<file path="config.mk">
export PLATFORM = sky130hd
export DESIGN_NAME = shift_unit
export DESIGN_NICKNAME = d
export VERILOG_FILES = /design/src/rtl/shift_unit.sv
export SDC_FILE = /design/constraint.sdc
export NUM_CORES = 1
export LEC_CHECK = 0
export ABC_CLOCK_PERIOD_IN_PS = 2110
export BUFFER_PORTS_ARGS = -buffer_cell sky130_fd_sc_hd__buf_2
export CORE_ASPECT_RATIO = 1.5
export CORE_UTILIZATION = 52
export CTS_CLUSTER_SIZE = 16
export DETAILED_ROUTE_END_ITERATION = 6
export GPL_TIMING_DRIVEN = 0
export PLACE_DENSITY = 0.76
export SYNTH_ARGS = -nofsm -noshare
export SYNTH_HDL_FRONTEND = slang
export SYNTH_SLANG_ARGS = --single-unit
</file>
<file path="constraint.sdc">
create_clock -name clk -period 2.11 [get_ports clk]
set_clock_uncertainty 0.1 [all_clocks]
set_input_delay 0.633 -clock clk [delete_from_list [all_inputs] [get_ports clk]]
set_output_delay 0.633 -clock clk [all_outputs]
set_load 0.03 [all_outputs]
</file>
<file path="src/rtl/shift_unit.sv">
// shift_unit: multi-cycle SLL/SRL/SRA/ROR shifter, STEP bits per clock, valid/ready operand and result handshakes
module shift_unit #(
  parameter int WIDTH = 32,
  parameter int STEP = 1
) (
  input  logic                     clk,
  input  logic                     rst,
  input  logic                     in_valid,
  output logic                     in_ready,
  input  logic [WIDTH-1:0]         in_data,
  input  logic [$clog2(WIDTH)-1:0] in_shamt,
  input  logic [1:0]               in_mode,
  output logic                     out_valid,
  input  logic                     out_ready,
  output logic [WIDTH-1:0]         out_data,
  output logic                     busy
);
  localparam int SHAMT_W = $clog2(WIDTH);
  typedef enum logic [1:0] {IDLE, SHIFT, DONE} state_t;
  state_t state;
  logic [WIDTH-1:0] data, hi, nxt;
  logic [2*WIDTH-1:0] wide;
  logic [SHAMT_W-1:0] count, s;
  logic [1:0] mode;
  logic sign;
  always_comb begin
    s = (int'(count) < STEP) ? count : SHAMT_W'(STEP);
    hi = mode == 2'b11 ? data : mode == 2'b10 ? {WIDTH{sign}} : '0;
    wide = {hi, data} >> s;
    nxt = mode == 2'b00 ? data << s : wide[WIDTH-1:0];
  end
  assign in_ready = state == IDLE;
  assign out_valid = state == DONE;
  assign busy = state != IDLE;
  assign out_data = state == DONE ? data : '0;
  always_ff @(posedge clk) begin
    if (rst) begin
      state <= IDLE;
      data <= '0;
      count <= '0;
      mode <= '0;
      sign <= 1'b0;
    end else begin
      unique case (state)
        IDLE: if (in_valid) begin
          data <= in_data;
          count <= in_shamt;
          mode <= in_mode;
          sign <= in_data[WIDTH-1];
          state <= in_shamt != '0 ? SHIFT : DONE;
        end
        SHIFT: begin
          data <= nxt;
          count <= count - s;
          state <= count == s ? DONE : SHIFT;
        end
        DONE: if (out_ready) state <= IDLE;
        default: state <= IDLE;
      endcase
    end
  end
endmodule

</file>
==> results of run 1 <==
path summary, 6_finish.rpt:
path,from,endpoint,cells past startpoint
max,state[1],out_data[24],5
min,sign,sign,2
max reg2reg,state[1],data[0],6
min reg2reg,sign,sign,2
where the power goes:
| part | internal [mW] | leakage, nW | switching, mW |
|---|---|---|---|
| clock | 0.264 | 0.0482 | 0.279 |
| combinational | 0.479 | 1.14 | 0.580 |
| sequential | 0.930 | 0.349 | 0.152 |
| total | 1.67 | 1.53 | 1.01 |
cells in the final DEF, fill, tap and decap left out, types with 2 or more instances in the layout:
master,netlist,layout
and2_1,32,6
inv_1,6,6
a2111oi_2,28,28
buf_12,2,3
buf_4,7,10
a21oi_1,12,12
buf_8,0,3
buf_2,5,51
a2111oi_0,3,3
and2_4,0,26
o221ai_1,3,3
mux2i_1,31,31
nor2_1,68,68
clkbuf_8,0,6
nor2b_1,3,2
nand2_1,12,12
ha_1,2,2
dfxtp_1,42,40
a31o_1,2,2
buf_6,2,36
clkbuf_1,6,4
o21ai_0,3,3
what timing repair did:
action	4_1_cts	5_1_grt
endpoints found under the setup margin	33	36
pin swaps	0	1
setup buffers	4	1
hold buffers	0	0
gates cloned	3	1
gates resized for setup	91	20
flip-flops by register name, indices dropped and copies added, names as in the netlist:
name   count
count      5
mode       2
data      32
sign       1
state      2
cell type report:
class | count | area share (%)
Multi-Input combinational cell | 223 | 46.9
Sequential cell | 42 | 23.4
Timing Repair Buffer | 86 | 19.0
Buffer | 22 | 5.32
Clock buffer | 7 | 2.38
Tap cell | 66 | 2.28
Inverter | 6 | 0.622
Clock inverter | 1 | 0.138
synth_stat cells, types with 2 or more instances:
| library cell | instances |
|---|---|
| dfxtp_1 | 42 |
| ha_1 | 2 |
| a31o_1 | 2 |
| buf_4 | 7 |
| and2_1 | 32 |
| buf_6 | 2 |
| clkbuf_1 | 6 |
| a2111oi_0 | 3 |
| buf_2 | 5 |
| nand2_1 | 12 |
| nor2b_1 | 3 |
| inv_1 | 6 |
| buf_12 | 2 |
| nor2_1 | 68 |
| a21oi_1 | 12 |
| o21ai_0 | 3 |
| mux2i_1 | 31 |
| o221ai_1 | 3 |
| a2111oi_2 | 28 |
kinds of logic after synthesis:
family,share of synthesized area [%]
AND/OR/NAND/NOR,23.4
multiplexers,11.7
adder cells (fa/ha/maj),0.942
flip-flops,31.7
buffers and inverters,7.11
AO/OA/AOI/OAI,24.9
XOR/XNOR,0.330
metal layers:
layer / vias to the layer above / part of all wire, % / track usage, %
met5: - / 0 / 0
met4: 0 / 3.3 / 14.2
met3: 20 / 3.7 / 5.35
met2: 81 / 56 / 52.4
met1: 1194 / 37 / 27.5
li1: 1230 / - / -
critical path, cell delays in order, from the launching register on:
cell and delay, ns:
dfxtp_4 0.36, nor2b_4 0.20, buf_12 0.15, buf_8 0.12, and2_4 0.15, buf_6 0.12
per-stage QoR:
stage	hold slack (ns)	TNS, ns
after floorplan	0.336	0
after global placement	0.344	-5.35
after detailed placement	0.350	-5.27
after CTS	0.360	-1.07
after global routing	0.400	-0.896
final	0.362	-0.124
==> qor.yml, run 1 <==
cells_and_area:
  seq_area_sq_um: 846
  stdcell_count: 453
  nFillCells: 392
  syn_to_final_growth_pct: 36.4
  final_core_util_pct: 74.1
  multi_input_area_sq_um: 1700
  final_nets: 431
  final_area_sq_um: 3620
  drive_above_1_share_pct: 45.5
  n_antenna_cell: 0
worst_setup_path:
  arrival_ns: 1.39
  startpoint_type: "flip-flop"
  criticalPathCategory: "reg2out"
  cp_max_fo: 5
  rrSetupSlack_ns: 0.16
  cp_data_required_time_ns: 1.38
  cp-end-kind: "primary output"
place:
  port_buffers: 77
  gp_congestion: 0.760
  pre_cts_ws_ns: -0.220
  placed_cells: 437
  placed_area_sq_um: 3130
  dp_hpwl_um: 4970
routing:
  firstDrtPassIters: 4
  wire_per_inst_um: 15.8
  vias: 2525
  drtIter0Drc: 128
  drt-vias-per-instance: 5.57
  ant_nets: 0
  route.detailed.drc: 0
  drt_wl_total_um: 7140
sta:
  fin_crit_ns: 2.13
  period_share_pct: 101
  setup_viol: 16
  setup_ws_ns: -0.0172
  hold_viol_final: 0
  slew_violations: 0
  slew_headroom_pct: 51.4
  timing.fmax_mhz: 470
  tightest_slew_ns: 0.729
  rsz0062_at_grt: "true"
floorplanning:
  die_h_um: 89.5
  placementRows: 31
  die_x_um: 60.4
  initial_core_util_pct: 54.4
  core-area_sq_um: 4890
  io_pins: 78
  die_area_sq_um: 5400
yosys:
  netlist.area_leader.share_pct: 31.7
  ys_warn_count: 0
  syn_area_per_cell_sq_um: 9.04
  ys_types: 44
  synth_flop_cell: "dfxtp_1"
  synthesis.area_sq_um: 2660
  synth_edf_count: 0
  synthTopCellsByArea: "dfxtp_1 (32%), a2111oi_2 (16%), mux2i_1 (12%)"
  synthCells: 294
  yosys.area.top_type: "dfxtp_1"
  ys_ff_latch: 42
  synthArstFlopShare_pct: 0
  yosysSeqAreaShare_pct: 31.7
  syn_nets: 339
cts:
  cts.clk_slew.worst_paths_ns: 0.08
  worst_skew_pair.late_latency_ns: 0.29
  cts_sinks: 42
  cts_buffers: 5
  clockRootBuffer: "clkbuf_8"
  htreeDepth: 2
  clockBufferDepth: 2
  cts_tree: "done"
flow_run:
  drv_cap: 0
power:
  leakagePower_nw: 1.53
  irDropWorstVdd_uv: 692
  p_total_mw: 2.68
  p_per_area_nw_per_um2: 741
grt:
  overflow: 0
  track_usage_pct: 27.7
  grt_antenna_before_repair: 0
  grt_max_degree: 13
  grt_pass1_wl_um: 11200
  grt_pass1_vias: 2525
outcome:
  status: "finished, violations left"
  violations: "setup timing"
min_path:
  hold_class: "reg2reg"
Power figures use the tool's default switching activity.
==> inputs of run 2 (changes only) <==
--- a/config.mk
+++ b/config.mk
@@ -15,2 +15,3 @@
 export PLACE_DENSITY = 0.76
+export REMOVE_ABC_BUFFERS = 1
 export SYNTH_ARGS = -nofsm -noshare
--- a/constraint.sdc
+++ b/constraint.sdc
@@ -4,2 +4,2 @@
 set_output_delay 0.633 -clock clk [all_outputs]
-set_load 0.03 [all_outputs]
+set_load 0.05 [all_outputs]
==> qor.yml, run 2 (synthesis gave the netlist of run 1 again) <==
cells_and_area:
  final_common_cell: "nor2_1"  # unchanged
  final_nets: 409  # was 431
  syn_to_final_growth_pct: 28.0  # was 36.4%
  n_antenna_cell: 0  # unchanged
  drive_above_1_share_pct: 38.2  # was 45.5%
  top_register: "data"  # unchanged
  final_cell_mix: "nor2_1 (68), buf_2 (45), dfxtp_1 (40), mux2i_1 (31), buf_6 (30)"  # was nor2_1 (68), buf_2 (51), dfxtp_1 (40), buf_6 (36), mux2i_1 (31)
  largest_registers: "data (32), count (5)"  # unchanged
  final_core_util_pct: 69.6  # was 74.1%
  largest_reg_flops: 32  # unchanged
floorplanning:
  core-area_sq_um: 4890  # unchanged
  die_area_sq_um: 5400  # unchanged
  initial_core_util_pct: 54.4  # unchanged
  die_h_um: 89.5  # unchanged
  die_x_um: 60.4  # unchanged
  io_pins: 78  # unchanged
  placementRows: 31  # unchanged
cts:
  cts.clk_slew.worst_paths_ns: 0.08  # about the same
  clockBufferDepth: 2  # unchanged
  cts_buffers: 5  # unchanged
  clockRootBuffer: "clkbuf_8"  # unchanged
  worst_skew_pair.late_latency_ns: 0.29  # about the same
  htreeDepth: 2  # unchanged
  cts_sinks: 42  # unchanged
  cts_tree: "done"  # unchanged
flow_run:
  drv_cap: 0  # unchanged
sta:
  period_share_pct: 100  # was 101%
  tns_ns: -0.00116  # was -0.124 ns
  timing.fmax_mhz: 474  # was 470 MHz
  tightest_slew_ns: 1.15  # was 0.729 ns
  fin_crit_ns: 2.11  # was 2.13 ns
  slew_violations: 0  # unchanged
  hold_viol_final: 0  # unchanged
  rsz0062_at_grt: "true"  # unchanged
  slew_headroom_pct: 23.6  # was 51.4%
  setup_viol: 1  # was 16
  setup_ws_ns: -0.00116  # was -0.0172 ns
worst_setup_path:
  rr_startpoint: "count[2]"  # was state[1]
  cp-end-kind: "primary output"  # unchanged
  cp_data_required_time_ns: 1.38  # about the same
  cp_max_fo: 12  # was 5
  r2r_end: "count[4]"  # was data[0]
  rrSetupSlack_ns: 0.08  # was 0.16 ns
  arrival_ns: 1.38  # was 1.39 ns
  worst-r2r-cell-count: 7  # was 6
  cp_common_cell: "buf_6"
  slowest_stage: "dfxtp_4"  # unchanged
  startpoint_type: "flip-flop"  # unchanged
  path_cells: "nor2b_4 -> buf_6 -> and2_1 -> buf_6"  # was nor2b_4 -> buf_12 -> buf_8 -> and2_4 -> buf_6
  max_stage_delay_ns: 0.39  # was 0.36 ns
  criticalPathCategory: "reg2out"  # unchanged
  cp-startpoint: "state[1]"  # unchanged
  crit_path_end: "out_data[5]"  # was out_data[24]
grt:
  overflow: 0  # unchanged
  grt_antenna_before_repair: 0  # unchanged
  grt_pass1_wl_um: 9520  # was 11,200 um
  grt_max_degree: 44  # was 13
  track_usage_pct: 23.0  # was 27.7%
  grt_pass1_vias: 2097  # was 2,525
place:
  gp_congestion: 0.854  # was 0.760
  port_buffers: 77  # unchanged
  dp_hpwl_um: 4170  # was 4970 um
routing:
  vias: 2443  # was 2,525
  ant_nets: 0  # unchanged
  firstDrtPassIters: 4  # unchanged
  drtIter0Drc: 96  # was 128
  drt-vias-per-instance: 5.68  # was 5.57
  route.detailed.drc: 0  # unchanged
  drt_wl_total_um: 6550  # was 7140 um
  wire_per_inst_um: 15.2  # was 15.8 um
outcome:
  status: "finished, violations left"  # unchanged
  violations: "setup timing"  # unchanged
power:
  irDropWorstVdd_uv: 396  # was 692 uV
  leakagePower_nw: 1.39  # was 1.53 nW
  p_per_area_nw_per_um2: 761  # was 741 nW/um^2
  p_total_mw: 2.59  # was 2.68 mW
min_path:
  hold_class: "reg2reg"  # unchanged
-- run 2: changes by cell type in the layout (fill, tap and decap cells not counted), sizes merged --
cell | previous run | this run
buf | 104 | 85
clkbuf | 11 | 5
a31oi | 2 | 3
clkinv | 1 | 2
-- run 2: power by group --
group / internal [mW] / leakage, nW / switching (mW)
Clock: 0.222 / 0.0438 / 0.260
Sequential: 0.930 / 0.350 / 0.155
Combinational: 0.417 / 0.994 / 0.601
-- run 2: metal layers --
| metal | wire (um) | global-route usage (%) | vias to the layer above | share of wire, % |
|---|---|---|---|---|
| li1 | - | - | 1197 | - |
| met1 | 2680 | 26.5 | 1165 | 41 |
| met2 | 3520 | 42.2 | 71 | 54 |
| met3 | 247 | 3.33 | 10 | 3.8 |
| met4 | 100 | 7.82 | 0 | 1.5 |
| met5 | 0 | 0 | - | 0 |
-- run 2: how the worst min path moves through the flow --
stage / from / to / depth (start not counted)
6_report: sign / sign / 2
2_1_floorplan: sign / sign / 2
3_5_place_dp: sign / sign / 2
4_1_cts: sign / sign / 2
3_3_place_gp: sign / sign / 2
5_1_grt: state[1] / state[0] / 1
-- run 2: area by class of cell --
cell class	count	area, sq um
clock buffers	5	68.8
clock inverters	2	10.0
fillers	396	1490
inverters	6	22.5
multi-input cells	224	1680
flip-flops and latches	42	848
well taps	66	82.6
repair buffers	85	686
-- run 2: through the flow --
stage / std cells / setup slack [ns] / hold WS [ns] / area [sq um]
finish: 430 / -0.00116 / 0.361 / 3400
floorplan: 271 / -1.22 / 0.330 / 2490
global placement: 414 / -2.08 / 0.343 / 2960
global route: 430 / -0.0505 / 0.397 / 3400
CTS: 424 / 0.000779 / 0.357 / 3200
detailed placement: 416 / -0.206 / 0.346 / 3010
-- run 2: repair_timing --
item / CTS / global route
resized for setup: 40 / 41
cloned: 0 / 1
hold buffers: 0 / 0
setup buffers: 1 / 5
pin swaps: 0 / 1
endpoints found under the setup margin: 63 / 66
-- run 2: worst max-delay path: cells and delay by family (launching register included) --
| kind | cells | cell delay (ns) |
|---|---|---|
| simple gates | 2 | 0.36 |
| buf+inv | 2 | 0.33 |
| flops | 1 | 0.39 |
==> inputs of run 3 (changes only) <==
RECOVER_POWER = 25   (was default)
==> qor.yml, run 3 (synthesis gave the netlist of run 1 again) <==
routing:
  drtIter0Drc: 92  # was 96
  drt_wl_total_um: 6540  # was 6550 um
  route.detailed.drc: 0  # unchanged
  wire_per_inst_um: 15.2  # about the same
  vias: 2448  # was 2,443
  drt-vias-per-instance: 5.69  # was 5.68
  firstDrtPassIters: 4  # unchanged
  ant_nets: 0  # unchanged
floorplanning:
  placementRows: 31  # unchanged
  core-area_sq_um: 4890  # unchanged
  initial_core_util_pct: 54.4  # unchanged
  die_h_um: 89.5  # unchanged
  io_pins: 78  # unchanged
  die_area_sq_um: 5400  # unchanged
  die_x_um: 60.4  # unchanged
sta:
  tightest_slew_ns: 1.14  # was 1.15 ns
  rsz0062_at_grt: "true"  # unchanged
  setup_viol: 0  # was 1
  setup_ws_ns: 0.00453  # was -0.00116 ns
  period_share_pct: 99.8  # was 100%
  timing.fmax_mhz: 475  # was 474 MHz
  hold_viol_final: 0  # unchanged
  slew_headroom_pct: 23.8  # was 23.6%
  tns_ns: 0  # was -0.00116 ns
  fin_crit_ns: 2.11  # about the same
  slew_violations: 0  # unchanged
grt:
  overflow: 0  # unchanged
  grt_pass1_wl_um: 9520  # unchanged
  track_usage_pct: 23.0  # unchanged
  grt_antenna_before_repair: 0  # unchanged
  grt_max_degree: 44  # unchanged
  grt_pass1_vias: 2097  # unchanged
worst_setup_path:
  cp_common_cell: "buf_6"  # unchanged
  arrival_ns: 1.37  # was 1.38 ns
  startpoint_type: "flip-flop"  # unchanged
  cp_data_required_time_ns: 1.38  # about the same
  criticalPathCategory: "reg2out"  # unchanged
  cp-end-kind: "primary output"  # unchanged
  max_stage_delay_ns: 0.39  # about the same
  cp_max_fo: 12  # unchanged
  worst-r2r-cell-count: 7  # unchanged
  path_cells: "nor2b_4 -> buf_6 -> and2_1 -> buf_6"  # unchanged
  slowest_stage: "dfxtp_4"  # unchanged
cts:
  clockBufferDepth: 2  # unchanged
  clockRootBuffer: "clkbuf_8"  # unchanged
  cts_sinks: 42  # unchanged
  cts_tree: "done"  # unchanged
  htreeDepth: 2  # unchanged
  cts_buffers: 5  # unchanged
  cts.clk_slew.worst_paths_ns: 0.08  # about the same
  hold_buffers: 0  # unchanged
  worst_skew_pair.late_latency_ns: 0.29  # about the same
cells_and_area:
  multi_input_area_sq_um: 1670  # was 1680 sq um
  n_antenna_cell: 0  # unchanged
  final_nets: 409  # unchanged
  final_area_sq_um: 3380  # was 3400 sq um
  top_register: "data"  # unchanged
  seq_area_sq_um: 848  # unchanged
  largest_reg_flops: 32  # unchanged
  final_common_cell: "nor2_1"  # unchanged
  final_cell_mix: "nor2_1 (68), buf_2 (44), dfxtp_1 (40), mux2i_1 (31), buf_6 (31)"  # was nor2_1 (68), buf_2 (45), dfxtp_1 (40), mux2i_1 (31), buf_6 (30)
  syn_to_final_growth_pct: 27.2  # was 28.0%
  nFillCells: 402  # was 396
  largest_registers: "data (32), count (5)"  # unchanged
  drive_above_1_share_pct: 37.6  # was 38.2%
min_path:
  whs_path_depth: 2  # unchanged
  hold_class: "reg2reg"  # unchanged
place:
  port_buffers: 77  # unchanged
  pre_cts_ws_ns: -0.206  # unchanged
  gp_congestion: 0.854  # unchanged
  dp_hpwl_um: 4170  # unchanged
  placed_area_sq_um: 3010  # unchanged
power:
  swShare_pct: 39.3  # about the same
  p_comb_share_pct: 39.2  # was 39.4%
  leakagePower_nw: 1.38  # was 1.39 nW
  p_int_mw: 1.56  # was 1.57 mW
  p_per_area_nw_per_um2: 760  # was 761 nW/um^2
  power_frac_seq_pct: 42.1  # was 42.0%
  irDropWorstVdd_uv: 391  # was 396 uV
  p_clk_share_pct: 18.7  # was 18.6%
  power_switching_mw: 1.01  # was 1.02 mW
flow_run:
  drv_cap: 0  # unchanged
outcome:
  status: "completed"  # was finished, violations left
[run 3: area by class of cell]
cell class	count	area share (%)
Clock buffer	5	2.04
Clock inverter	2	0.296
Inverter	6	0.667
Multi-Input combinational cell	224	49.4
Sequential cell	42	25.1
Tap cell	66	2.44
Timing Repair Buffer	85	20.0
[run 3: metrics by stage]
step | instances | utilization [%] | total power, mW | hold slack [ns]
2_1_floorplan | 271 | - | 1.77 | 0.330
3_3_place_gp | 414 | 60.5 | 1.99 | 0.343
3_5_place_dp | 416 | 61.5 | 2.03 | 0.346
4_1_cts | 424 | 65.4 | 2.52 | 0.357
5_1_grt | 430 | 69.1 | 2.73 | 0.397
6_report | 430 | 69.1 | 2.57 | 0.363
[run 3: final timing paths]
kind | slack [ns] | from | end
min reg2reg | 0.36 | sign | sign
min | 0.36 | sign | sign
max | 0.005 | state[1] | out_data[5]
max reg2reg | 0.04 | count[2] | count[4]
[run 3: critical path, delay by kind of cell, from the launching register on]
family | cells | cell delay (ns)
flops | 1 | 0.39
buf+inv | 2 | 0.33
simple gates | 2 | 0.36
[run 3: power by group through the flow]
stage	Clock [mW]	Combinational (mW)	Sequential, mW
after floorplan	0	0.724	1.05
after global placement	0	0.899	1.09
after detailed placement	0	0.937	1.10
after CTS	0.495	0.951	1.08
after global routing	0.535	1.09	1.10
final	0.482	1.01	1.08
[run 3: what timing repair did]
action,in CTS,in global routing
setup buffers,1,5
endpoints found under the setup margin,63,66
resized for setup,40,41
gates cloned,0,1
pin swaps,0,1
[run 3: metal layers]
layer | share of wire [%] | vias to the layer above | wire length (um) | track usage (%)
met1 | 40 | 1154 | 2590 | 26.5
met2 | 54 | 87 | 3540 | 42.2
met3 | 4.7 | 9 | 305 | 3.33
li1 | - | 1198 | - | -
met5 | 0 | - | 0 | 0
met4 | 1.5 | 0 | 98 | 7.82
